### src/rtl/muldiv_unit.sv
// Multi-cycle signed multiply (radix-4 Booth) / divide (non-restoring) unit with HI/LO results.
// Define MULDIV_DIV_EN to build the divider; without it op=1 completes at once with zero results.
module muldiv_unit #(
  parameter int WIDTH = 32
) (
  input  logic             clk,
  input  logic             clr,
  input  logic             start,
  input  logic             op,
  input  logic [WIDTH-1:0] a,
  input  logic [WIDTH-1:0] b,
  output logic             busy,
  output logic             done,
  output logic             div_by_zero,
  output logic [WIDTH-1:0] hi,
  output logic [WIDTH-1:0] lo
);

  localparam int CW = $clog2(WIDTH);
  localparam logic [CW-1:0] MUL_LAST = CW'(WIDTH / 2 - 1);
  localparam logic [CW-1:0] DIV_LAST = CW'(WIDTH - 1);

  typedef enum logic [2:0] {S_IDLE, S_MUL, S_DIV, S_FIX, S_DONE} state_t;

  state_t             state_q, state_d;
  logic [CW-1:0]      cnt_q, cnt_d;
  logic [2*WIDTH-1:0] acc_q, acc_d;
  logic [2*WIDTH-1:0] mcand_q, mcand_d;
  logic [WIDTH:0]     mplier_q, mplier_d;
  logic [WIDTH-1:0]   hi_q, hi_d, lo_q, lo_d;
  logic               dbz_q, dbz_d;
  logic [2*WIDTH-1:0] pp, acc_sum;

  // Booth digit of the current triplet; the multiplicand register already carries the 2k shift
  always_comb begin
    pp = '0;
    case (mplier_q[2:0])
      3'b001, 3'b010: pp = mcand_q;
      3'b011:         pp = {mcand_q[2*WIDTH-2:0], 1'b0};
      3'b100:         pp = -{mcand_q[2*WIDTH-2:0], 1'b0};
      3'b101, 3'b110: pp = -mcand_q;
      default:        pp = '0;
    endcase
  end
  assign acc_sum = acc_q + pp;

`ifdef MULDIV_DIV_EN
  logic [WIDTH:0]   rem_q, rem_d;
  logic [WIDTH-1:0] quo_q, quo_d, dvs_q, dvs_d;
  logic             neg_quo_q, neg_quo_d, neg_rem_q, neg_rem_d;
  logic [WIDTH-1:0] abs_a, abs_b, rem_fix;
  logic [WIDTH:0]   rem_sh, rem_new;

  assign abs_a   = a[WIDTH-1] ? -a : a;
  assign abs_b   = b[WIDTH-1] ? -b : b;
  assign rem_sh  = {rem_q[WIDTH-1:0], quo_q[WIDTH-1]};
  assign rem_new = rem_q[WIDTH] ? rem_sh + {1'b0, dvs_q} : rem_sh - {1'b0, dvs_q};
  assign rem_fix = rem_q[WIDTH-1:0] + (rem_q[WIDTH] ? dvs_q : '0);
`endif

  always_comb begin
    state_d  = state_q;
    cnt_d    = cnt_q;
    acc_d    = acc_q;
    mcand_d  = mcand_q;
    mplier_d = mplier_q;
    hi_d     = hi_q;
    lo_d     = lo_q;
    dbz_d    = dbz_q;
`ifdef MULDIV_DIV_EN
    rem_d     = rem_q;
    quo_d     = quo_q;
    dvs_d     = dvs_q;
    neg_quo_d = neg_quo_q;
    neg_rem_d = neg_rem_q;
`endif
    case (state_q)
      S_IDLE: begin
        if (start) begin
          dbz_d = 1'b0;
          if (!op) begin
            state_d  = S_MUL;
            cnt_d    = '0;
            acc_d    = '0;
            mcand_d  = {{WIDTH{a[WIDTH-1]}}, a};
            mplier_d = {b, 1'b0};
          end else begin
`ifdef MULDIV_DIV_EN
            if (b == '0) begin
              state_d = S_DONE;
              dbz_d   = 1'b1;
              hi_d    = a;
              lo_d    = '1;
            end else begin
              state_d   = S_DIV;
              cnt_d     = '0;
              rem_d     = '0;
              quo_d     = abs_a;
              dvs_d     = abs_b;
              neg_quo_d = a[WIDTH-1] ^ b[WIDTH-1];
              neg_rem_d = a[WIDTH-1];
            end
`else
            state_d = S_DONE;
            hi_d    = '0;
            lo_d    = '0;
`endif
          end
        end
      end
      S_MUL: begin
        acc_d    = acc_sum;
        mcand_d  = {mcand_q[2*WIDTH-3:0], 2'b00};
        mplier_d = {{2{mplier_q[WIDTH]}}, mplier_q[WIDTH:2]};
        cnt_d    = cnt_q + CW'(1);
        if (cnt_q == MUL_LAST) begin
          state_d = S_DONE;
          hi_d    = acc_sum[2*WIDTH-1:WIDTH];
          lo_d    = acc_sum[WIDTH-1:0];
        end
      end
`ifdef MULDIV_DIV_EN
      S_DIV: begin
        rem_d = rem_new;
        quo_d = {quo_q[WIDTH-2:0], ~rem_new[WIDTH]};
        cnt_d = cnt_q + CW'(1);
        if (cnt_q == DIV_LAST) state_d = S_FIX;
      end
      S_FIX: begin
        state_d = S_DONE;
        hi_d    = neg_rem_q ? -rem_fix : rem_fix;
        lo_d    = neg_quo_q ? -quo_q : quo_q;
      end
`endif
      S_DONE:  state_d = S_IDLE;
      default: state_d = S_IDLE;
    endcase
  end

  always_ff @(posedge clk or posedge clr) begin
    if (clr) begin
      state_q  <= S_IDLE;
      cnt_q    <= '0;
      acc_q    <= '0;
      mcand_q  <= '0;
      mplier_q <= '0;
      hi_q     <= '0;
      lo_q     <= '0;
      dbz_q    <= 1'b0;
    end else begin
      state_q  <= state_d;
      cnt_q    <= cnt_d;
      acc_q    <= acc_d;
      mcand_q  <= mcand_d;
      mplier_q <= mplier_d;
      hi_q     <= hi_d;
      lo_q     <= lo_d;
      dbz_q    <= dbz_d;
    end
  end

`ifdef MULDIV_DIV_EN
  always_ff @(posedge clk or posedge clr) begin
    if (clr) begin
      rem_q     <= '0;
      quo_q     <= '0;
      dvs_q     <= '0;
      neg_quo_q <= 1'b0;
      neg_rem_q <= 1'b0;
    end else begin
      rem_q     <= rem_d;
      quo_q     <= quo_d;
      dvs_q     <= dvs_d;
      neg_quo_q <= neg_quo_d;
      neg_rem_q <= neg_rem_d;
    end
  end
`else
  logic unused_div;
  assign unused_div = &{1'b0, DIV_LAST};
`endif

  // Results land in hi/lo on entry to DONE, so busy drops while done is pulsed
  assign busy        = (state_q != S_IDLE) && (state_q != S_DONE);
  assign done        = (state_q == S_DONE);
  assign div_by_zero = dbz_q;
  assign hi          = hi_q;
  assign lo          = lo_q;

endmodule

### config.mk
export PLATFORM = sky130hd
export DESIGN_NAME = muldiv_unit
export DESIGN_NICKNAME = d
export VERILOG_FILES = /design/src/rtl/muldiv_unit.sv
export SDC_FILE = /design/constraint.sdc
export NUM_CORES = 1
export LEC_CHECK = 0
export BUFFER_PORTS_ARGS = -buffer_cell sky130_fd_sc_hd__buf_2
export CAP_MARGIN = 20
export CORE_MARGIN = 1.5
export CORE_UTILIZATION = 45
export CTS_CLUSTER_DIAMETER = 200
export DETAILED_ROUTE_END_ITERATION = 10
export HOLD_SLACK_MARGIN = 0.06
export PLACE_DENSITY_LB_ADDON = 0.15
export REMOVE_ABC_BUFFERS = 1
export SYNTH_ARGS = -nofsm -noshare
export SYNTH_HDL_FRONTEND = slang
export SYNTH_SLANG_ARGS = --single-unit
### constraint.sdc
create_clock -name clk -period 7.6 [get_ports clk]
set_clock_uncertainty 0.1 [all_clocks]
set_input_delay 0.38 -clock clk [delete_from_list [all_inputs] [get_ports clk]]
set_output_delay 0.38 -clock clk [all_outputs]
set_load 0.01 [all_outputs]
# Yosys cells after proc, flatten, opt, wreduce, memory -nomap -nowiden
# Cells that the tools add are included.
# op_classes
n_addsub	4
n_eq_ne	14
muxes	23
bitwise_logic	2
n_reduce_logical	10
# op_table
operator	count
$mux 64	4
$pmux 64 s2	2
$pmux 64 s4	1
$mux 32	4
$neg 64->64	2
$pmux 32 s2	2
$mux 33	2
$pmux 33 s2	1
$add 64x64->64	1
$eq 3x3->1 const B	4
$mux 5	2
$pmux 5 s2	1
$mux 3	3
$ne 2x2->1 const B	4
$reduce_and 4->1	2
$eq 3x1->1 const B	2
$eq 3x2->1 const B	2
$pmux 3 s2	1
$add 5x1->5 const B	1
$eq 5x4->1 const B	1
$reduce_or 2->1	2
$logic_not 3->1	1
$ne 3x3->1 const B	1
$reduce_and 3->1	1
other kinds (5)	6
# word_totals
reg_bits	233
input_bits	68
output_inout_bits	67
wordCells	61

# Logic depth before layout (Yosys ltp)
# Gate-level depths: netlist of run 1.
# depth
depth_word	6
ltp_mapped	24
depth_no_buf	23

# Least setup slack after synthesis of run 1
# OpenSTA, ideal clock, no wires.
# synth_timing
kind	flip-flop to flip-flop
from	register mcand_q[1]
to	register hi_q[9], in the netlist hi[9]
setup_time_ns	0.126
arrival_ns	4.689
required_time_ns	7.374
slack_ns	2.685
stages_incl_launch_ff	22
n_path_buf	0
synth_period_minus_slack_ns	4.915
path_cell_list	dfrtp_1 > inv_1 > ha_1 > nor3b_2 > nand4b_1 > or3_1 > or3_1 > nor3_1 > nand2b_1 > xnor2_1 > a221oi_1 > a31oi_1 > ha_1 > a21oi_1 > o211ai_1 > o22ai_1 > o221ai_1 > a32oi_1 > o211ai_1 > a41oi_1 > mux2i_1 > o21ai_1
# synth_via
elab_chain_cells	5
word_cells_on_any_way	6
cone_classes	3 x add/sub; 3 x mux
# synth_lines
item	line_no	text
start, declared	28	logic [2*WIDTH-1:0] mcand_q, mcand_d;
start signal, assigned	154	mcand_q <= mcand_d;
$neg 64->64, on equally long branches	41, 40	
$pmux 64 s4 (*)	37	case (mplier_q[2:0])
$add 64x64->64 (*)	45	assign acc_sum = acc_q + pp;
$mux 32 (*)	116	if (cnt_q == MUL_LAST) begin
$pmux 32 s2 (*)	77	case (state_q)
end signal, assigned	156	hi_q <= hi_d;
end, declared	30	logic [WIDTH-1:0] hi_q, hi_d, lo_q, lo_d;
# Mark *: on every way between the ends. The rest lies on a longest branch, timed or not. The select of a mux whose other input is x is not followed.
# A chain may end at the register's enable or synchronous reset.

# Worst setup path after layout of run 1
# layout_timing
from	register mcand_q[0]
to	register hi_q[31], in the netlist hi[31]
# Same word-level chain as after synthesis.

==> results.md, run 1 <==
* Die Wd at 193 um
* Crit end category: register
* Asr flop ratio synth at 1.00
* Min-delay worst type: primary input to register
* FILL cells at 3333
* Compound-gate portion of the synthesized area at 0.237
* Final net count at 2152
* Startpoint Class: register
* DRT iter0 DRCs at 1144
* Most common cell after layout, fill and taps aside: nand2_1
* Initial core utilization at 0.456
* Leading cell types in the layout, fill and taps excluded: nand2_1 (388), dfrtp_1 (230), o21ai_0 (202)
* FF/Latch Area at 0.00581 mm2
* Fin. max-slew vios at 0
* Final Hold Vio Count at 0
* Run status: finished clean
* Largest net degree at the start of global routing at 146
* Ratio of cells with drive above 1 in the final layout at 0.116
* Via density at 5.86
* GRT Total Usage at 0.255
* Layout area overhead at 15.0%
* Post-synthesis register bit count at roughly 230
* Clk Tree Root Cell: clkbuf_16
* Period minus WS final at 6.68 ns
* Clock insertion delay at the later pin of the skew report at just under 0.6 ns
* Cell Area, Synth at 0.0162 mm2
* Gates resized, CTS repair at 0
* Die height at a little under 200 um
* Cells after Synth at between 1500 and 2000
* Worst EP arrival at roughly 7.1 ns
* Core area at 0.0355 mm2
* Ys flop type: dfrtp_1
* Post-synthesis simple-gate area fraction at 0.181
* Final HPWL DP at 32100 um
* Final core utilization at 0.524
* Antenna Cells at 0
* Multi-input logic area at 0.00970 mm2
* Final ANT Viol Nets at 0
* Final WL at 47300 um
* Synthesized-area fraction occupied by adder cells at 0.0523
* PortBufs at 133
* Post-synth EDFFs at 0
* Row count at 69
* Syn_area_per_cell at 8.34 um2
* GRT Residual Overflow at 0
* Maxcap violations at 0
* Mux contribution to synthesized area at 0.0497
* Io pins at 135
* DRC viols at 0
* RD Place Congestion at 0.930
* Unique masters post-synth at 76
* Fin crit share at 0.879
* First-pass DRT Iterations at 5
* Drt wl/cell at about 19 um
* Clock net sink count at 232
* Detailed-route via count at 14600
* Worst-Margin Slew at 1.14 ns
* Postcts setup bufs at 0
* Kind of critical path: register to register
* Die area at 0.0371 mm2
* Global-route wire length before repair at roughly 76000 um
* Clock tree buffer depth at 3
* Max Fclk at 0.150 GHz
* Clock Pin Slew Worst Setup and Hold Paths at about 0.060 ns
* Reg2reg setup slack at between 0.9 and 1 ns
* XOR/XNOR Fraction of Synth Area at 0.0769
* Warnings from Yosys at 0
* TritonCTS Buffers at 28
* CTS tree: yes
* # setup viols final at 0
* CP max FO at 10
* Slew headroom at 0.235
* Part of the Yosys area used for sequential elements at 0.359
* Largest family of logic cells by synthesized area: compound AO/OA/AOI/OAI gates
* H-tree depth at 1
* RSZ-0062 raised after global routing: no
* Vias in the first global route at approximately 14000
* Antenna violations before repair at 0
* Required @ worst endpoint at 7.98 ns
## kinds of logic (layout without fill, tap and decap cells)
family | after synthesis | after routing
other | 1 | 1
xor gates and xnor gates | 142 | 142
adders and majority gates | 67 | 67
AOI/OAI and AO/OA | 588 | 588
buffers and inverters | 186 | 284
and+or+nand+nor | 644 | 644
muxes | 79 | 79
DFF | 232 | 232
## layout make-up
type	count	share of cell area
Multi-Input combinational cell	1521	0.521
Sequential cell	232	0.312
Timing Repair Buffer	214	0.0784
Clock buffer	41	0.0441
Tap cell	461	0.0310
Clock inverter	9	0.00821
Inverter	20	0.00444
## through the flow
stage | area (um2) | TNS (ns) | instances | setup WS, ns | hold slack, ns
after floorplan | 15500 | -203.86 | 1773 | -3.58 | 0.345
after global placement | 17000 | 0 | 2386 | 1.34 | 0.357
after detailed placement | 17000 | 0 | 2386 | 1.16 | 0.365
after CTS | 18600 | 0 | 2497 | 1.05 | 0.0611
after global routing | 18600 | 0 | 2498 | 0.415 | 0.0942
final | 18600 | 0 | 2498 | 0.921 | 0.0878
## Yosys cell counts, drive strengths merged, types with 29 or more instances
cell type | number | area [um2]
xor2 | 66 | 578
a21o | 36 | 270
dfrtp | 232 | 5810
nand2 | 388 | 1460
nor2 | 73 | 277
ha | 66 | 826
a221o | 41 | 410
a21oi | 98 | 490
o21ai | 214 | 1070
xnor2 | 76 | 666
mux2i | 69 | 691
nor3 | 29 | 166
clkbuf | 144 | 542
## worst max-delay path, stage by stage, from the launching register on
cell and delay, ns:
dfrtp_1 0.42, inv_1 0.11, ha_1 0.20, nor3b_2 0.32, nand4b_1 0.26, nor2_1 0.51, nand2_1 0.22, or3_1 0.38
nand2_1 0.10, xnor2_1 0.09, a221oi_1 0.31, a31oi_1 0.08, ha_1 0.48, nand2_1 0.18, nor4_1 0.42, a22oi_1 0.13
a211oi_1 0.58, o31ai_1 0.25, a21oi_1 0.64, a21oi_1 0.19, o21ai_0 0.27, xnor2_1 0.13, o31ai_1 0.21
## per-layer routing
layer,vias to the layer above,track usage,part of all wire
li1,7118,-,-
met1,7009,0.367,0.47
met2,436,0.401,0.45
met3,78,0.0316,0.051
met4,0,0.0707,0.028
met5,-,0,0
## final timing paths
| path | startpoint | endpoint | cells after the start |
|---|---|---|---|
| worst max-delay path | mcand_q[0] | hi[31] | 22 |
| worst min-delay path | a[26] | mcand_q[26] | 3 |
| max in group asynchronous | clr | acc_q[39] | 4 |
| min in group asynchronous | clr | mplier_q[8] | 3 |
| worst min register to register | lo[29] | lo[29] | 2 |
| worst max register to register | mcand_q[0] | hi[31] | 22 |
## timing repair
item / in CTS / in global routing
hold endpoints to repair: 147 / 0
endpoints found under the setup margin: 0 / 0
hold buffers: 61 / 0
## flip-flops by register name, indices dropped and copies added, names as in the netlist
signal and count:
lo 32, acc_q 64, mplier_q 33, state_q 2, cnt_q 5, hi 32
mcand_q 64
Power of run 1 is left out: the tool's default activity adds up to more than one toggle a clock period on the data nets, which glitch-free logic cannot reach.
==> run 2, diff against run 1 <==
PLACE_DENSITY = 0.75   (was default)
PLACE_DENSITY_LB_ADDON = default   (was 0.15)
==> results.md, run 2 (synthesis gave the netlist of run 1 again) <==
* Run status: finished clean
* Leading cell types in the layout, fill and taps excluded: nand2_1 (388), dfrtp_1 (230), o21ai_0 (202)
* Required @ worst endpoint at 7.95 ns
* CP max FO at 10
* R2r worst-path depth at 22
* FF-to-FF End: hi[31]
* Clock Pin Slew Worst Setup and Hold Paths at 0.06 ns
* Final WL at 46000 um
* Final HPWL DP at ~31000 um
* Sink of the worst hold path: mcand_q[13]
* Vias in the first global route at roughly 14000
* Crit end category: register
* Reg-to-reg critical path startpoint: mcand_q[1]
* Worst-Margin Slew at 1.11 ns
* Core area at 0.0355 mm2
* Finished layout cell area at 0.0185 mm2
* Die height at between 150 and 200 um
* Startpoint Class: register
* Clock tree buffer depth at 3
* Top flop regs: acc_q x64, mcand_q x64, mplier_q x33
* Worst EP arrival at roughly 7 ns
* Clock net sink count at about 230
* CP bufs+invs at 1
* Final ANT Viol Nets at 0
* Kind of critical path: register to register
* Final cell count without fillers at 2492
* TritonCTS Buffers at 26
* Via density at 5.99
* Fin crit share at 0.850
* GRT Total Usage at 0.249
* Placed Area at around 0.017 mm2
* H-tree depth at 1
* Global-route wire length before repair at 75200 um
* WHS at 0.0608 ns
* Min-delay worst type: primary input to register
* Max incr delay on CP at around 0.54 ns
* Hold path depth at 3
* Die Wd at 193 um
* Final Hold Vio Count at 0
* RD Place Congestion at 0.950
* Clock insertion delay at the later pin of the skew report at 0.56 ns
* Io pins at 135
* CTS tree: yes
* Gates resized, CTS repair at 0
* Reg2reg setup slack at 1.14 ns
* First-pass DRT Iterations at 5
* Detailed-route via count at 14900
* GRT Residual Overflow at 0
* Final net count at 2146
* Antenna violations before repair at 1
* # placed instances at 2386
* Slew headroom at 0.258
* Period minus WS final at 6.46 ns
* DRC viols at 0
* Clk Tree Root Cell: clkbuf_16
* Postcts setup bufs at 0
* Fin. max-slew vios at 0
* Critical path, cell by cell: inv_1 -> ha_1 -> nor3b_2 -> nand4b_1 -> nor2_1 -> nand2_1 -> or3_1 -> nand2_1 -> xnor2_1 -> a221oi_1 -> a31oi_1 -> ha_1 -> nand2_1 -> nor4_1 -> a22oi_1 -> a211oi_1 -> o31ai_1 -> a21oi_1 -> a21oi_1 -> o21ai_0 -> xnor2_1 -> o31ai_1
* Hold Path Origin: a[13]
* Drt wl/cell at about 18 um
* Maxcap violations at 0
* Largest net degree at the start of global routing at 116
* CP dominant cell by count: nand2_1
* Setup TNS at 0 ns
* Layout area overhead at 14.3%
* # setup viols final at 0
* Most common cell after layout, fill and taps aside: nand2_1
* RSZ-0062 raised after global routing: no
* PortBufs at 133
* Top delay family on crit path: compound AO/OA/AOI/OAI gates
* Crit path max-delay cell type: a211oi_1
* Ratio of cells with drive above 1 in the final layout at 0.117
* Initial core utilization at 0.456
* Die area at 0.0371 mm2
* DRT iter0 DRCs at 1390
* Row count at 69
* Max Fclk at 0.155 GHz
-- run 2: cell count changes in the layout (fill, tap and decap cells not counted), sizes merged --
cell	previous run	this run
clkbuf	41	33
dlygate4sd3	61	57
clkinv	7	10
bufinv	3	4
diode	0	1
inv	19	20
-- run 2: how the worst max path moves through the flow --
stage | startpoint | to | slack (ns) | depth (start not counted)
after floorplan | start | mcand_q[31] | -3.58 | 4
after global placement | mcand_q[1] | hi[31] | 1.46 | 22
after detailed placement | mcand_q[1] | hi[31] | 1.26 | 22
after CTS | mcand_q[1] | hi[31] | 1.17 | 22
after global routing | mcand_q[0] | hi[31] | 0.50 | 22
final | mcand_q[1] | hi[31] | 1.14 | 22
-- run 2: final cells by class --
type	instances	area, um2
flip-flops and latches	232	5810
inverters	20	82.6
diodes	1	2.50
fillers	3295	17000
clock inverters	14	196
well taps	461	577
repair buffers	210	1410
multi-input cells	1521	9700
clock buffers	33	717
-- run 2: per-layer routing --
| metal | wire length [um] | vias up | global-route usage |
|---|---|---|---|
| met5 | 0 | - | 0 |
| met4 | 1560 | 0 | 0.0835 |
| met3 | 3010 | 101 | 0.0306 |
| met2 | 21000 | 565 | 0.403 |
| met1 | 20500 | 7164 | 0.344 |
| li1 | - | 7098 | - |
-- run 2: repair_timing --
item	4_1_cts	5_1_grt
setup endpoints to repair	0	0
hold buffers	57	0
hold endpoints to repair	162	0
-- run 2: metrics by stage --
stage	setup WS, ns	utilization
after floorplan	-3.58	-
after global placement	1.46	0.478
after detailed placement	1.26	0.478
after CTS	1.17	0.520
after global routing	0.499	0.521
final	1.14	0.521
-- run 2: worst register-to-register path: cells and delay by family (launching register included) --
kind | cells | cell delay [ns]
flip-flops | 1 | 0.42
adder cells (fa/ha/maj) | 2 | 0.71
buffers and inverters | 1 | 0.12
AND/OR/NAND/NOR | 8 | 2.30
XOR/XNOR | 2 | 0.23
AO/OA/AOI/OAI | 9 | 2.49
Power of run 2 is left out for the same reason.
==> run 3, diff against run 2 <==
CORE_MARGIN = 2   (was 1.5)
==> results.md, run 3 (synthesis gave the netlist of run 1 again) <==
* Clock Pin Slew Worst Setup and Hold Paths at approximately 0.06 ns
* Clock net sink count at around 230
* Startpoint Class: register
* Crit path max-delay cell type: a21oi_1
* Required @ worst endpoint at 7.97 ns
* Antenna violations before repair at 0
* Die area at ~0.037 mm2
* GRT Total Usage at 0.241
* Final Hold Vio Count at 0
* Reg-to-reg critical path startpoint: mcand_q[1]
* Hold Path Origin: a[21]
* Run status: finished clean
* Final ANT Viol Nets at 0
* DRC viols at 0
* Hold path depth at 3
* Reg2reg setup slack at approximately 1.3 ns
* Setup TNS at 0 ns
* Most common cell after layout, fill and taps aside: nand2_1
* Gates resized, CTS repair at 0
* Critical Path Sink: hi[31]
* Ratio of cells with drive above 1 in the final layout at 0.119
* DRT iter0 DRCs at ~1400
* Critical path origin: mcand_q[1]
* Min-delay worst type: primary input to register
* Row count at a little under 70
* Core area at 0.0355 mm2
* TritonCTS Buffers at 28
* First-pass DRT Iterations at 6
* Worst EP arrival at 6.65 ns
* Largest net degree at the start of global routing at between 150 and 200
* Final net count at 2136
* Kind of critical path: register to register
* Crit end category: register
* Clock tree buffer depth at 3
* Maxcap violations at 0
* CP dominant cell by count: nand2_1
* Final WL at 46400 um
* Final HPWL DP at 31600 um
* Vias in the first global route at 14200
* Max Fclk at 0.159 GHz
* Io pins at around 140
* Postcts setup bufs at 0
* Detailed-route via count at 14800
* Drt wl/cell at between 15 and 20 um
* Global-route wire length before repair at 75200 um
* Die height at 194 um
* FF-to-FF End: hi[31]
* Leading cell types in the layout, fill and taps excluded: nand2_1 (388), dfrtp_1 (230), o21ai_0 (202)
* Critical path, cell by cell: inv_1 -> ha_1 -> nor3b_2 -> nand4b_1 -> nor2_1 -> nand2_1 -> or3_1 -> nand2_1 -> xnor2_1 -> a221oi_1 -> a31oi_1 -> ha_1 -> nand2_1 -> nor4_1 -> a22oi_1 -> a211oi_1 -> o31ai_1 -> a21oi_1 -> a21oi_1 -> o21ai_0 -> xnor2_1 -> o31ai_1
* R2r worst-path depth at 22
* Antenna Cells at 0
* Initial core utilization at 0.456
* # hold bufs at CTS at 45
* FILL cells at 3266
* Fin crit share at 0.826
* Die Wd at just under 200 um
* Clk Tree Root Cell: clkbuf_16
* Worst-Margin Slew at around 1.1 ns
* # setup viols final at 0
* Max incr delay on CP at 0.56 ns
* Slew headroom at 0.238
* RD Place Congestion at 1.01
* Fin. max-slew vios at 0
* H-tree depth at 1
* GRT Residual Overflow at 0
* Period minus WS final at between 6 and 7 ns
* Top flop regs: acc_q x64, mcand_q x64, mplier_q x33
* CTS tree: yes
* PortBufs at 133
* CP max FO at 10
* Layout area overhead at 14.2%
* Clock insertion delay at the later pin of the skew report at about 0.56 ns
* RSZ-0062 raised after global routing: no
* Via density at 5.98
-- run 3: cell types whose count changed in the layout (fill, tap and decap cells not counted) --
cell           previous run  this run
buf_4                    19        18
clkbuf_16                26        29
diode_2                   1         0
dlygate4sd3_1            57        45
clkinvlp_4                0         1
clkinv_8                  1         0
clkinv_2                  5         2
bufinv_16                 4         5
clkbuf_1                  3         2
inv_6                     1         2
clkinv_4                  3         4
buf_12                    0         1
-- run 3: worst max-delay path, delay by kind of cell, from the launching register on --
family / cells / cell delay, ns
XOR/XNOR: 2 / 0.22
flip-flops: 1 / 0.41
buffers and inverters: 1 / 0.12
AO/OA/AOI/OAI: 9 / 2.40
adder cells (fa/ha/maj): 2 / 0.72
AND/OR/NAND/NOR: 8 / 2.23
-- run 3: area by class of cell --
cell class | count | area, um2 | area share
flip-flops and latches | 232 | 5810 | 0.314
inverters | 20 | 82.6 | 0.00447
well taps | 461 | 577 | 0.0312
multi-input cells | 1521 | 9700 | 0.525
clock inverters | 14 | 220 | 0.0119
clock buffers | 35 | 788 | 0.0427
repair buffers | 198 | 1300 | 0.0703
-- run 3: stage by stage --
step	setup WS [ns]	util	area (um2)	instances	hold slack (ns)
after floorplan	-3.58	-	15500	1773	0.345
after global placement	1.51	0.479	17000	2386	0.357
after detailed placement	1.34	0.479	17000	2386	0.365
after CTS	1.31	0.520	18400	2480	0.0615
after global routing	0.733	0.521	18500	2481	0.0653
final	1.32	0.521	18500	2481	0.0702
-- run 3: worst min-delay path by stage --
stage | to
global placement | lo[13]
floorplan | acc_q[58]
detailed placement | lo[15]
global route | mcand_q[21]
finish | mcand_q[21]
CTS | mcand_q[9]
-- run 3: per-layer routing --
| layer | part of all wire | GRT usage | routed length [um] | vias up |
|---|---|---|---|---|
| met5 | 0 | 0 | 0 | - |
| met4 | 0.037 | 0.0891 | 1690 | 0 |
| met3 | 0.072 | 0.0431 | 3340 | 127 |
| met2 | 0.46 | 0.388 | 21200 | 578 |
| met1 | 0.43 | 0.325 | 20200 | 7043 |
| li1 | - | - | - | 7078 |
Power of run 3 is left out for the same reason.
